File: src/rtl/ternary_serial_subtractor_pkg.sv
// Shared ternary datapath definitions: trit codes and the subtractor FSM states.
package ternary_pkg;

   localparam logic [1:0] TRIT_0   = 2'b00;
   localparam logic [1:0] TRIT_1   = 2'b01;
   localparam logic [1:0] TRIT_2   = 2'b10;
   localparam logic [1:0] TRIT_BAD = 2'b11;

   typedef enum logic [1:0] {
      S_IDLE = 2'd0,
      S_RUN  = 2'd1,
      S_DONE = 2'd2
   } state_e;

   function automatic logic trit_bad(input logic [1:0] t);
      return (t == TRIT_BAD);
   endfunction

endpackage

File: src/rtl/ternary_full_subtractor.sv
// Combinational ternary full subtractor: {bout,d} from x - y - bin, d in 0..2.
module ternary_full_subtractor
   import ternary_pkg::*;
(
   input  logic [1:0] x,
   input  logic [1:0] y,
   input  logic       bin,
   output logic [1:0] d,
   output logic       bout
);

   // Only the 18 legal input combinations are listed; any 11 input yields 0, no borrow.
   always_comb begin
      d    = TRIT_0;
      bout = 1'b0;
      case ({x, y, bin})
         {TRIT_0, TRIT_0, 1'b0}: begin d = TRIT_0; bout = 1'b0; end
         {TRIT_0, TRIT_0, 1'b1}: begin d = TRIT_2; bout = 1'b1; end
         {TRIT_0, TRIT_1, 1'b0}: begin d = TRIT_2; bout = 1'b1; end
         {TRIT_0, TRIT_1, 1'b1}: begin d = TRIT_1; bout = 1'b1; end
         {TRIT_0, TRIT_2, 1'b0}: begin d = TRIT_1; bout = 1'b1; end
         {TRIT_0, TRIT_2, 1'b1}: begin d = TRIT_0; bout = 1'b1; end
         {TRIT_1, TRIT_0, 1'b0}: begin d = TRIT_1; bout = 1'b0; end
         {TRIT_1, TRIT_0, 1'b1}: begin d = TRIT_0; bout = 1'b0; end
         {TRIT_1, TRIT_1, 1'b0}: begin d = TRIT_0; bout = 1'b0; end
         {TRIT_1, TRIT_1, 1'b1}: begin d = TRIT_2; bout = 1'b1; end
         {TRIT_1, TRIT_2, 1'b0}: begin d = TRIT_2; bout = 1'b1; end
         {TRIT_1, TRIT_2, 1'b1}: begin d = TRIT_1; bout = 1'b1; end
         {TRIT_2, TRIT_0, 1'b0}: begin d = TRIT_2; bout = 1'b0; end
         {TRIT_2, TRIT_0, 1'b1}: begin d = TRIT_1; bout = 1'b0; end
         {TRIT_2, TRIT_1, 1'b0}: begin d = TRIT_1; bout = 1'b0; end
         {TRIT_2, TRIT_1, 1'b1}: begin d = TRIT_0; bout = 1'b0; end
         {TRIT_2, TRIT_2, 1'b0}: begin d = TRIT_0; bout = 1'b0; end
         {TRIT_2, TRIT_2, 1'b1}: begin d = TRIT_2; bout = 1'b1; end
         default:                begin d = TRIT_0; bout = 1'b0; end
      endcase
   end

endmodule

File: src/rtl/ternary_serial_subtractor.sv
// Digit-serial ternary subtractor: diff = (A - B) mod 3^N, one trit per clock, LSB first.
// state  | meaning
// S_IDLE | waiting for start; results from the last operation held
// S_RUN  | one trit of A - B per cycle, trit idx
// S_DONE | one-cycle done pulse, result valid
module ternary_serial_subtractor
   import ternary_pkg::*;
#(
   parameter int N = 4
) (
   input  logic           clk,
   input  logic           rst_n,
   input  logic           start,
   input  logic [2*N-1:0] a,
   input  logic [2*N-1:0] b,
   output logic           busy,
   output logic           done,
   output logic [2*N-1:0] diff,
   output logic           borrow,
   output logic           illegal
);

   localparam int IDX_W = (N > 1) ? $clog2(N) : 1;

   state_e           state_q, state_d;
   logic [2*N-1:0]   a_q, a_d, b_q, b_d, diff_q, diff_d;
   logic [IDX_W-1:0] idx_q, idx_d;
   logic             chain_q, chain_d;
   logic             borrow_q, borrow_d;
   logic             illegal_q, illegal_d;

   logic [1:0]       x, y, d;
   logic             bout;
   logic             ops_bad;
   logic             last_step;

   always_comb begin
      ops_bad = 1'b0;
      for (int i = 0; i < N; i++) begin
         if (trit_bad(a[2*i +: 2]) || trit_bad(b[2*i +: 2])) ops_bad = 1'b1;
      end
   end

   always_comb begin
      x = TRIT_0;
      y = TRIT_0;
      for (int i = 0; i < N; i++) begin
         if (idx_q == IDX_W'(i)) begin
            x = a_q[2*i +: 2];
            y = b_q[2*i +: 2];
         end
      end
   end

   assign last_step = (idx_q == IDX_W'(N - 1));

   ternary_full_subtractor u_fs (
      .x    (x),
      .y    (y),
      .bin  (chain_q),
      .d    (d),
      .bout (bout)
   );

   always_ff @(posedge clk or negedge rst_n) begin
      if (!rst_n) state_q <= S_IDLE;
      else        state_q <= state_d;
   end

   always_comb begin
      state_d = state_q;
      case (state_q)
         S_IDLE:  if (start) state_d = ops_bad ? S_DONE : S_RUN;
         S_RUN:   if (last_step) state_d = S_DONE;
         S_DONE:  state_d = S_IDLE;
         default: state_d = S_IDLE;
      endcase
   end

   always_comb begin
      busy = (state_q != S_IDLE);
      done = (state_q == S_DONE);
   end

   always_comb begin
      a_d       = a_q;
      b_d       = b_q;
      diff_d    = diff_q;
      idx_d     = idx_q;
      chain_d   = chain_q;
      borrow_d  = borrow_q;
      illegal_d = illegal_q;
      case (state_q)
         S_IDLE: begin
            if (start) begin
               a_d       = a;
               b_d       = b;
               diff_d    = '0;
               borrow_d  = 1'b0;
               chain_d   = 1'b0;
               idx_d     = '0;
               illegal_d = ops_bad;
            end
         end
         S_RUN: begin
            for (int i = 0; i < N; i++) begin
               if (idx_q == IDX_W'(i)) diff_d[2*i +: 2] = d;
            end
            chain_d = bout;
            if (last_step) begin
               idx_d    = '0;
               borrow_d = bout;
            end else begin
               idx_d = idx_q + IDX_W'(1);
            end
         end
         default: ;
      endcase
   end

   always_ff @(posedge clk or negedge rst_n) begin
      if (!rst_n) begin
         a_q       <= '0;
         b_q       <= '0;
         diff_q    <= '0;
         idx_q     <= '0;
         chain_q   <= 1'b0;
         borrow_q  <= 1'b0;
         illegal_q <= 1'b0;
      end else begin
         a_q       <= a_d;
         b_q       <= b_d;
         diff_q    <= diff_d;
         idx_q     <= idx_d;
         chain_q   <= chain_d;
         borrow_q  <= borrow_d;
         illegal_q <= illegal_d;
      end
   end

   assign diff    = diff_q;
   assign borrow  = borrow_q;
   assign illegal = illegal_q;

endmodule

File: config.mk
export PLATFORM = sky130hd
export DESIGN_NAME = ternary_serial_subtractor
export DESIGN_NICKNAME = d
export VERILOG_FILES = /design/src/rtl/ternary_serial_subtractor_pkg.sv /design/src/rtl/ternary_full_subtractor.sv /design/src/rtl/ternary_serial_subtractor.sv
export SDC_FILE = /design/constraint.sdc
export NUM_CORES = 1
export LEC_CHECK = 0
export ABC_CLOCK_PERIOD_IN_PS = 2680
export BUFFER_PORTS_ARGS = -buffer_cell sky130_fd_sc_hd__buf_2
export CAP_MARGIN = 15
export CORE_MARGIN = 8
export CORE_UTILIZATION = 49
export DETAILED_ROUTE_END_ITERATION = 7
export HOLD_SLACK_MARGIN = 0.08
export PLACE_DENSITY = 0.86
export SLEW_MARGIN = 40
export SYNTH_ARGS = -nofsm -noshare
export SYNTH_HDL_FRONTEND = slang
export SYNTH_HIERARCHICAL = 1
export SYNTH_SLANG_ARGS = --single-unit
File: constraint.sdc
create_clock -name clk -period 2.68 [get_ports clk]
set_input_delay 0.536 -clock clk [delete_from_list [all_inputs] [get_ports clk]]
set_output_delay 0.536 -clock clk [all_outputs]
set_load 0.02 [all_outputs]
* Yosys cells after proc, flatten, opt, wreduce, memory -nomap -nowiden
Memories as Yosys holds them, arrays and structs flattened.
Index checks and enable logic that the tools add are counted.
** Storage, ports and cells
- ROM bits :: 96
- Output and inout bits :: 12
- Word-level logic and storage cells :: 75
- Register bits after elaboration :: 31
- Memories :: 1
** Memory list
- (no name shown) :: words 32, width 3, rd ports 1, clocked after memory_dff 0, wr ports 0, line ternary_full_subtractor.sv:16 : case ({x, y, bin})
** Cells by class
- Eq/ne operators :: 18
- Add/subtract/negate cells :: 1
- Reductions and logical operators :: 15
- Mux-type cells :: 29
** Operators with widths (number)
- 2-bit two-way mux :: 17
- 2-bit equality test (second input constant) :: 11
- 8-bit one-hot mux with 2 select lines :: 1
- 3-bit AND reduction :: 4
- 2-bit inequality test (second input constant) :: 5
- 8-bit two-way mux :: 1
- 2-bit one-hot mux with 2 select lines :: 2
- 1-bit two-way mux :: 6
- 2-bit AND reduction :: 3
- 2-bit by 1-bit equality test with 1-bit output (second input constant) :: 2
- 2-bit logical NOT :: 2
- 1-bit logical OR :: 4
- 1-bit one-hot mux with 2 select lines :: 2
- 2-bit nonzero test :: 2
- 2-bit by 1-bit adder with 2-bit output (second input constant) :: 1

* Logic depth before layout (Yosys ltp)
Gate-level depths: netlist (run 1).
- Depth after elaboration :: 9
- Depth in mapped cells :: 14
- Mapped depth without buffers :: 13

* By module
Netlist (run 1), hierarchy kept.
** Modules (own cells, without submodules)
- ternary_serial_subtractor :: times used 1, cells an instance 125, area an instance 1539.0 um^2
- ternary_full_subtractor :: times used 1, cells an instance 22, area an instance 162.7 um^2

* Least setup slack after synthesis (run 1)
OpenSTA, ideal clock, no wires.
- Path type :: flip-flop to flip-flop
- Start point :: reg idx_q[0]
- End point :: reg diff_q[1] (netlist: diff[1])
- Path buffers :: 1
- Slack :: -0.241 ns
- Arrival :: 2.800 ns
- Data required time :: 2.559 ns
- Library setup time :: 0.121 ns
- Clock period less this slack :: 2.921 ns
- Stages on the path, launching flop included :: 14
- Path through :: dfrtp_1 > ha_1 > buf_2 > nor2b_1 > a221oi_1 > o31ai_1 > inv_1 > ha_1 > mux2_2 > a211oi_1 > a21oi_1 > nor2b_1 > mux2_2 > a22o_1
** On the way
- Longest elaborated chain between the ends :: 8
- Elaborated cells on any way between the ends :: 17
- Those cells by class :: 4 x eq/ne; 10 x mux; 2 x reduce/logical; 1 x memory
** Ends and longest elaborated chain
- start: declaration :: line ternary_serial_subtractor.sv:27 : logic [IDX_W-1:0] idx_q, idx_d;
- start signal: assignment :: line ternary_serial_subtractor.sv:134 : idx_q <= idx_d;
- 2-bit logical NOT :: line ternary_serial_subtractor.sv:48 : if (idx_q == IDX_W'(i)) begin
- 2-bit two-way mux (3 in a row) :: line ternary_serial_subtractor.sv:48
- 2-bit two-way mux (*) :: line ternary_serial_subtractor.sv:48
- named net y[0] :: line ternary_serial_subtractor.sv:32 : logic [1:0] x, y, d;
- memory read 32 x 3 bit (*)
- named net d[1] :: line ternary_serial_subtractor.sv:32
- 2-bit two-way mux (*) :: line ternary_serial_subtractor.sv:107 : if (idx_q == IDX_W'(i)) diff_d[2*i +: 2] = d;
- 8-bit one-hot mux with 2 select lines (*) :: line ternary_serial_subtractor.sv:93 : case (state_q)
- end signal: assignment :: line ternary_serial_subtractor.sv:133 : diff_q <= diff_d;
- end: declaration :: line ternary_serial_subtractor.sv:26 : logic [2*N-1:0] a_q, a_d, b_q, b_d, diff_q, diff_d;
The timed path passes the listed nets; every way through them passes the cells marked *. The select of a mux whose other input is x is not followed.
A chain may end at the register's enable or synchronous reset.

* Final worst setup path (run 1)
Same ends and word-level chain as after synthesis.

==> results.yml, run 1 <==
run_status:
  status: "finished, violations left"
  failed_checks: "setup timing"
die:
  die_x_um: 74.93
  row_count: 21
  core_um2: 3337
  ios: 31
  die_area_um2: 5615
  initial_utilization: 0.5099
  die_y_um: 74.93
placement:
  dp_hpwl_mm: 2.964
  gp_congestion: 0.8358
  dp_cells: 227
  pre_cts_ws_ps: -109.8
  portBuffers: 30
logic_synthesis:
  synth-main-ff-cell: "dfrtp_1"
  synthesis.nets: 174
  synth_edf_count: 0
  ys_seq_elements: 31
  netlist_top_cells_count: "dfrtp_1, mux2_2, nand2_1"
  ys.warnings.count: 6
  avgSynthCellArea_um2: 11.58
  syn_area_um2: 1702
  ys_types: 33
  synth.top_cell.area_share: 0.4559
  synth_area_leaders: "dfrtp_1, mux2_2, mux2_4, ha_1, a22o_1"
  yosys.cell_count.top_type: "dfrtp_1"
  syn_inst: 147
  synthArstFlopShare: 1.000
  synth_top_area_cell: "dfrtp_1"
  synth_seq_area_share: 0.4559
sta:
  whs_ps: 207.2
  layout_min_cycle_time_ps: 2801
  worstMarginPinSlew_ps: 664.8
  setup_viol: 6
  fmax_mhz: 357.0
  finalHoldViolCount: 0
  rsz0062_at_grt: "yes"
  setup_tns_ps: -523.6
  period_share: 1.045
  slew_headroom: 0.5568
  slew_violations: 0
  fin_ws_ps: -121.4
  fin_skew_ps: 14.64
global_route:
  grt_first_pass_wirelength_mm: 6.575
  grt_pass1_vias: 1427
  grt-ovfl-total: 0
  grt_max_degree: 32
  track_usage: 0.1583
  antenna_found_initial: 0
cts:
  cts_buffers: 5
  clk_pin_slew_ps: 100
  cts_hold_buf: 0
  clock_sinks: 31
  root_buffer: "clkbuf_4"
  cts_buffer_depth: 2
  cts_tree: "yes"
  cts_max_level: 2
  clock_latency_ps: 350
pwr:
  max-vdd-ir-drop_mv: 0.5537
  power_density_nw_per_um2: 1235
  leakage_uw: 0.001067
worst_setup_path:
  crit_fanout: 4
  crit_type: "reg -> reg"
  cp-start-kind: "register"
  r2r_slack_ps: -120
  worstSetupEndpointType: "register"
  arrival_ps: 3030
  crit_required_ps: 2910
  reg2reg_to: "diff[1]$_DFFE_PN0P_"
  r2r-start: "idx_q[0]$_DFFE_PN0P_"
  ff2ff_path_depth: 13
drt:
  wl_met1_mm: 1.833
  drtPass1Iterations: 4
  drcViolationCount: 0
  wl_per_cell_um: 18.62
  drtIter0Drc: 117
  wirelength_mm: 4.561
  final_antenna_net_count: 0
  wl_met2_mm: 2.368
  vias_per_cell: 5.808
  wl_met3_um: 228
  highest_layer: "met4"
  vias: 1423
layout:
  antenna_cells: 0
  drive_above_1_share: 0.5176
  final_util: 0.6742
  nFillCells: 230
  multi_input_area_um2: 1005
  regArea_um2: 777.0
  final_nets: 225
  final_cells: 245
  syn_to_final_growth_pct: 32.21
run:
  max_cap_viol_count: 0
hold_path:
  hold_path_class: "in -> async"
## final cells by class
type / count / share of cell area
clock buffers: 8 / 0.03059
inverters: 7 / 0.01168
multi-input cells: 102 / 0.4466
flip-flops and latches: 31 / 0.3454
well taps: 46 / 0.02558
repair buffers: 51 / 0.1402
## metrics by stage
stage          power (µW)  cell area (µm²)
6_report             2778             2250
5_1_grt              2903             2250
4_1_cts              2420             2105
3_5_place_dp         2012             1981
3_3_place_gp         1911             1981
2_1_floorplan        1630             1752
## sequential cells by signal, indices dropped and copies added (netlist names)
register,cells
borrow,1
diff,8
state_q,2
b_q,8
illegal,1
idx_q,2
chain_q,1
a_q,8
## layer usage
metal | global-route usage | up-vias
met5 | 0 | -
li1 | - | 637
met1 | 0.1740 | 721
met4 | 0.1087 | 0
met3 | 0.03196 | 16
met2 | 0.2678 | 49
## how the worst max path moves through the flow
stage | from | to | slack [ps]
after global placement | idx_q[1]$_DFFE_PN0P_ | diff[2]$_DFFE_PN0P_ | 30
final | idx_q[0]$_DFFE_PN0P_ | diff[1]$_DFFE_PN0P_ | -120
after detailed placement | idx_q[1]$_DFFE_PN0P_ | diff[2]$_DFFE_PN0P_ | -110
after floorplan | idx_q[0]$_DFFE_PN0P_ | diff[1]$_DFFE_PN0P_ | 10
after global routing | idx_q[0]$_DFFE_PN0P_ | diff[5]$_DFFE_PN0P_ | -180
after CTS | idx_q[1]$_DFFE_PN0P_ | diff[1]$_DFFE_PN0P_ | -80
## cells by family after synthesis
kind of cell             synth area share
AO/OA/AOI/OAI                      0.1662
AND/OR/NAND/NOR                   0.09560
multiplexers                       0.1794
flip-flops                         0.4559
buffers and inverters             0.04411
adder cells (fa/ha/maj)           0.05883
## power breakdown
part	internal, µW	leakage, µW	switching [µW]	total, µW
Sequential	611	0.000387	146	757
Combinational	897	0.000641	804	1700
Clock	154	0.0000386	166	320
## layout by cell type, fill, tap and decap left out, types with 4 or more instances in the layout
cell type   n
o31ai_1     6
buf_2      30
buf_4      19
inv_2       4
o21ai_0     6
nor2b_1     4
mux2_2     12
clkbuf_4    5
dfrtp_1    30
nor2b_4     4
mux2_4      9
nand2_1    11
a22oi_1     5
a22o_1      8
## what timing repair did
| item | 4_1_cts | 5_1_grt |
|---|---|---|
| endpoints found under the setup margin | 6 | 6 |
| pin swaps | 3 | 7 |
| resized for setup | 7 | 18 |
| buffers inserted | 4 | 6 |
## worst max-delay path, stage by stage, from the launching register on
cell	delay, ps
dfrtp_2	450
inv_2	120
ha_4	140
nor2b_4	170
buf_6	130
a221oi_4	70
o31ai_4	250
buf_4	170
mux2_4	300
a211oi_2	230
a21oi_2	60
nor2b_4	140
mux2_4	270
a22o_1	180
No activity file was read; power rests on OpenSTA's default activity.
==> run 2: changes to the inputs <==
--- a/config.mk
+++ b/config.mk
@@ -12,7 +12,7 @@
 export CORE_UTILIZATION = 49
 export DETAILED_ROUTE_END_ITERATION = 7
 export HOLD_SLACK_MARGIN = 0.08
-export PLACE_DENSITY = 0.86
+export PLACE_DENSITY_LB_ADDON = 0.08
 export SLEW_MARGIN = 40
 export SYNTH_ARGS = -nofsm -noshare
 export SYNTH_HDL_FRONTEND = slang
==> run 2 against run 1 <==
Against the previous run: largest power group unchanged; critical endpoint is now diff[3]$_DFFE_PN0P_; total power down 9.6%; via count fell by 7.0%; worst setup slack gained 43 ps; sequential power down 1%; cell area down 3.5%; the run still ends with setup timing left; die area did not move.
==> results.yml, run 2 (same netlist as run 1, synthesis figures left out) <==
run_status:
  status: "finished, violations left"
  failed_checks: "setup timing"
layout:
  antenna_cells: 0
  final_area_um2: 2171
  drive_above_1_share: 0.4949
  syn_to_final_growth_pct: 27.57
  final_cell_mix: "dfrtp_1, buf_2, buf_4, mux2_2, nand2_1"
  final_nets: 222
pwr:
  seqPwrFrac: 0.298
  power_density_nw_per_um2: 1157
  max-vdd-ir-drop_mv: 0.4366
  power_switching_share: 0.3935
  leakage_uw: 0.001031
  total_power_uw: 2511
  clkPwrFrac: 0.101
  p_comb_frac: 0.601
  p_int_uw: 1523
  p_sw_uw: 988.0
cts:
  clock_sinks: 31
  cts_tree: "yes"
  clk_pin_slew_ps: 100
  clock_latency_ps: 320
  cts_buffer_depth: 2
  cts_max_level: 2
  root_buffer: "clkbuf_4"
  cts_buffers: 5
worst_setup_path:
  r2r-start: "idx_q[0]$_DFFE_PN0P_"
  crit_start: "idx_q[0]$_DFFE_PN0P_"
  cp-start-kind: "register"
  worstSetupEndpointType: "register"
  path_buf_inv: 3
  arrival_ps: 2970
  crit_required_ps: 2890
  cp_top_family: "compound AO/OA/AOI/OAI gates"
  crit_fanout: 5
  ff2ff_path_depth: 13
  slowest_stage: "dfrtp_2"
  crit_chain: "inv_4, ha_4, nor2b_4, buf_4, a221oi_4, o31ai_2, buf_4, mux2_4, a211oi_2, a21oi_1, nor2b_4, mux2_2, a22o_1"
  slowest_delay_ps: 470
  r2r_slack_ps: -80
  crit_type: "reg -> reg"
  reg2reg_to: "diff[3]$_DFFE_PN0P_"
placement:
  gp_congestion: 0.8732
  portBuffers: 30
  dp_hpwl_mm: 2.844
  placed_area_um2: 1988
drt:
  vias: 1324
  drcViolationCount: 0
  drtIter0Drc: 46
  vias_per_cell: 5.471
  wirelength_mm: 3.903
  drtPass1Iterations: 4
  final_antenna_net_count: 0
  wl_per_cell_um: 16.13
sta:
  worstMarginPinSlew_ps: 683.7
  fin_ws_ps: -78.81
  rsz0062_at_grt: "yes"
  fmax_mhz: 362.5
  finalHoldViolCount: 0
  period_share: 1.029
  slew_violations: 0
  slew_headroom: 0.5442
  setup_viol: 5
  layout_min_cycle_time_ps: 2759
  fin_skew_ps: 7.175
die:
  die_area_um2: 5615
  ios: 31
  row_count: 21
  die_y_um: 74.93
  initial_utilization: 0.5099
  core_um2: 3337
  die_x_um: 74.93
run:
  max_cap_viol_count: 0
global_route:
  grt_first_pass_wirelength_mm: 6.541
  antenna_found_initial: 0
  track_usage: 0.1532
  grt_max_degree: 32
  grt_pass1_vias: 1365
  grt-ovfl-total: 0
hold_path:
  hold_path_class: "in -> async"
[run 2: cell count changes in the layout (fill, tap and decap cells not counted), sizes merged]
cell	previous run	this run
clkbuf	8	7
buf	51	48
clkinv	0	1
[run 2: per-layer routing]
layer / up-vias / wire (µm) / part of all wire / track usage
li1: 637 / - / - / -
met1: 657 / 1778 / 0.46 / 0.1944
met2: 23 / 1937 / 0.50 / 0.2409
met3: 7 / 125 / 0.032 / 0.03462
met4: 0 / 61 / 0.016 / 0.06957
met5: - / 0 / 0 / 0
[run 2: repair_timing]
| item | in CTS | in global routing |
|---|---|---|
| resized for setup | 9 | 8 |
| pin swaps | 1 | 2 |
| setup endpoints to repair | 6 | 6 |
| hold buffers | 0 | 0 |
| buffers inserted | 3 | 3 |
[run 2: worst max-delay path by stage]
stage | endpoint | slack (ps) | cells after the start
after global routing | diff[3]$_DFFE_PN0P_ | -190 | 13
after floorplan | diff[1]$_DFFE_PN0P_ | 10 | 13
after CTS | diff[3]$_DFFE_PN0P_ | -40 | 12
after detailed placement | diff[3]$_DFFE_PN0P_ | -170 | 13
final | diff[3]$_DFFE_PN0P_ | -80 | 13
after global placement | diff[2]$_DFFE_PN0P_ | -60 | 13
[run 2: worst register-to-register path, delay by kind of cell, from the launching register on]
kind                       cells  cell delay, ps
and+or+nand+nor                2             320
adders and majority gates      1             130
DFF                            1             470
AOI/OAI and AO/OA              5             740
muxes                          2             590
buffers and inverters          3             410
[run 2: power groups by stage]
stage / registers (µW) / clock network (µW) / logic, µW
finish: 749 / 254 / 1510
global route: 774 / 287 / 1630
CTS: 731 / 263 / 1360
detailed placement: 738 / 0 / 1230
global placement: 732 / 0 / 1180
floorplan: 738 / 0 / 892
[run 2: area by class of cell]
class                           instances  area, µm²
Fill cell                             276       1166
Tap cell                               46      57.56
Timing Repair Buffer                   48      285.3
Clock buffer                            7      45.04
Sequential cell                        31      777.0
Multi-Input combinational cell        102      972.2
Clock inverter                          1      5.005
Inverter                                7      28.78
[run 2: metrics by stage]
step | cells | hold slack [ps] | setup slack (ps) | TNS (ps) | utilization
after CTS | 239 | 262.3 | -42.04 | -132.8 | 0.6280
after global placement | 228 | 484.4 | -60.35 | -241.5 | 0.5958
after global routing | 242 | 277.2 | -187.5 | -891.3 | 0.6505
final | 242 | 242.3 | -78.81 | -262.2 | 0.6505
after floorplan | 147 | 240.4 | 10.59 | 0 | -
after detailed placement | 228 | 493.1 | -173.2 | -802.5 | 0.5958
==> run 3: changes to the inputs <==
--- a/config.mk
+++ b/config.mk
@@ -9,7 +9,7 @@
 export BUFFER_PORTS_ARGS = -buffer_cell sky130_fd_sc_hd__buf_2
 export CAP_MARGIN = 15
 export CORE_MARGIN = 8
-export CORE_UTILIZATION = 49
+export CORE_UTILIZATION = 35
 export DETAILED_ROUTE_END_ITERATION = 7
 export HOLD_SLACK_MARGIN = 0.08
 export PLACE_DENSITY_LB_ADDON = 0.08
==> run 3 against run 2 <==
Against the previous run: the run still ends with setup timing left; first-iteration DRC count decreased by 26%; total power up 7.2%; cell count is 3.3% higher; clock power rose by 42%; clock skew rose by 1.4 ps; critical path depth stayed put; maximum frequency increased by 1.7%; cell area up 2.9%; register-to-register slack improved by 50 ps; combinational power increased by 5%; flip-flop and latch count is the same; highest routed layer unchanged.
==> results.yml, run 3 (same netlist as run 1, synthesis figures left out) <==
run_status:
  status: "finished, violations left"
  failed_checks: "setup timing"
cts:
  clock_sinks: 31
  cts_tree: "yes"
  clk_pin_slew_ps: 70
  cts_max_level: 2
  root_buffer: "clkbuf_8"
  cts_buffer_depth: 2
  clock_latency_ps: 280
  cts_buffers: 5
die:
  core_um2: 4692
  row_count: 25
  die_x_um: 85.73
  ios: 31
  die_y_um: 85.73
  die_area_um2: 7349
  initial_utilization: 0.3627
layout:
  final_nets: 222
  final_cell_mix: "dfrtp_1, buf_2, buf_4, nand2_1, mux2_4"
  final_util: 0.4760
  nFillCells: 443
  syn_to_final_growth_pct: 31.25
  drive_above_1_share: 0.5051
  antenna_cells: 0
  multi_input_area_um2: 989.7
  regArea_um2: 777.0
placement:
  gp_congestion: 0.7586
  dp_hpwl_mm: 3.016
  portBuffers: 30
  pre_cts_ws_ps: -148.5
drt:
  wirelength_mm: 4.204
  vias: 1291
  wl_per_cell_um: 16.82
  vias_per_cell: 5.164
  final_antenna_net_count: 0
  drtPass1Iterations: 4
  drcViolationCount: 0
  drtIter0Drc: 34
worst_setup_path:
  cp-start-kind: "register"
  reg2reg_to: "diff[1]$_DFFE_PN0P_"
  r2r_slack_ps: -30
  crit_fanout: 3
  crit_type: "reg -> reg"
  r2r-start: "idx_q[0]$_DFFE_PN0P_"
  crit_required_ps: 2850
  ff2ff_path_depth: 13
  arrival_ps: 2890
  worstSetupEndpointType: "register"
global_route:
  grt_max_degree: 32
  antenna_found_initial: 0
  grt_first_pass_wirelength_mm: 6.893
  grt-ovfl-total: 0
  grt_pass1_vias: 1406
  track_usage: 0.1202
sta:
  fin_skew_ps: 8.558
  slew_headroom: 0.5393
  fmax_mhz: 368.7
  rsz0062_at_grt: "yes"
  worstMarginPinSlew_ps: 691.1
  setup_viol: 3
  period_share: 1.012
  slew_violations: 0
  fin_ws_ps: -32.24
  finalHoldViolCount: 0
  layout_min_cycle_time_ps: 2712
hold_path:
  hold_path_class: "in -> async"
pwr:
  max-vdd-ir-drop_mv: 0.5238
  leakage_uw: 0.001051
  power_density_nw_per_um2: 1205
run:
  max_cap_viol_count: 0
[run 3: changes by cell type in the layout (fill, tap and decap cells not counted), sizes merged]
cell,before,now
clkinvlp,0,1
clkbuf,7,6
[run 3: worst max-delay path by stage]
stage / startpoint / endpoint / slack, ps / cells after the start
after CTS: idx_q[0]$_DFFE_PN0P_ / diff[3]$_DFFE_PN0P_ / -90 / 13
after floorplan: idx_q[0]$_DFFE_PN0P_ / diff[1]$_DFFE_PN0P_ / 10 / 13
after detailed placement: idx_q[1]$_DFFE_PN0P_ / diff[1]$_DFFE_PN0P_ / -150 / 13
final: idx_q[0]$_DFFE_PN0P_ / diff[1]$_DFFE_PN0P_ / -30 / 13
after global routing: idx_q[0]$_DFFE_PN0P_ / diff[5]$_DFFE_PN0P_ / -170 / 13
after global placement: idx_q[1]$_DFFE_PN0P_ / diff[2]$_DFFE_PN0P_ / -70 / 13
[run 3: critical path, stage by stage, from the launching register on]
cell	delay (ps)
dfrtp_2	460
inv_4	100
ha_4	130
nor2b_4	140
a221oi_2	70
o31ai_2	220
inv_1	120
ha_2	200
mux2_4	280
a211oi_2	220
a21oi_2	70
nor2b_4	150
mux2_4	270
a22o_1	180
[run 3: timing repair]
item                                    4_1_cts  5_1_grt
resized for setup                            13        9
pin swaps                                     3        3
buffers inserted                              3        1
hold buffers                                  0        0
endpoints found under the setup margin        7        8
[run 3: power by group]
group | leakage (µW) | total (µW) | switching [µW] | internal, µW
sequential | 0.000387 | 749 | 137 | 612
clock | 0.0000412 | 361 | 179 | 181
combinational | 0.000623 | 1580 | 728 | 854
[run 3: layer usage]
layer / global-route usage / share of wire / vias up
li1: - / - / 630
met1: 0.1502 / 0.47 / 631
met2: 0.1904 / 0.49 / 25
met3: 0.03534 / 0.039 / 5
met4: 0.04459 / 0.0095 / 0
met5: 0 / 0 / -
[run 3: layout make-up]
class	count	area share
flip-flops and latches	31	0.3479
clock buffers	6	0.03249
repair buffers	48	0.1277
inverters	7	0.01289
multi-input cells	102	0.4431
clock inverters	2	0.005602
well taps	54	0.03025
[run 3: stage by stage]
step                hold slack [ps]  std cells  setup TNS, ps  power, µW  instance area [µm²]
detailed placement            480.6        238         -635.9       2027                 2013
global route                  352.9        250         -721.3       2888                 2233
CTS                           319.3        249         -413.9       2584                 2185
finish                        294.3        250         -89.21       2692                 2233
floorplan                     240.4        147              0       1630                 1752
global placement              484.3        238         -226.6       1988                 2013
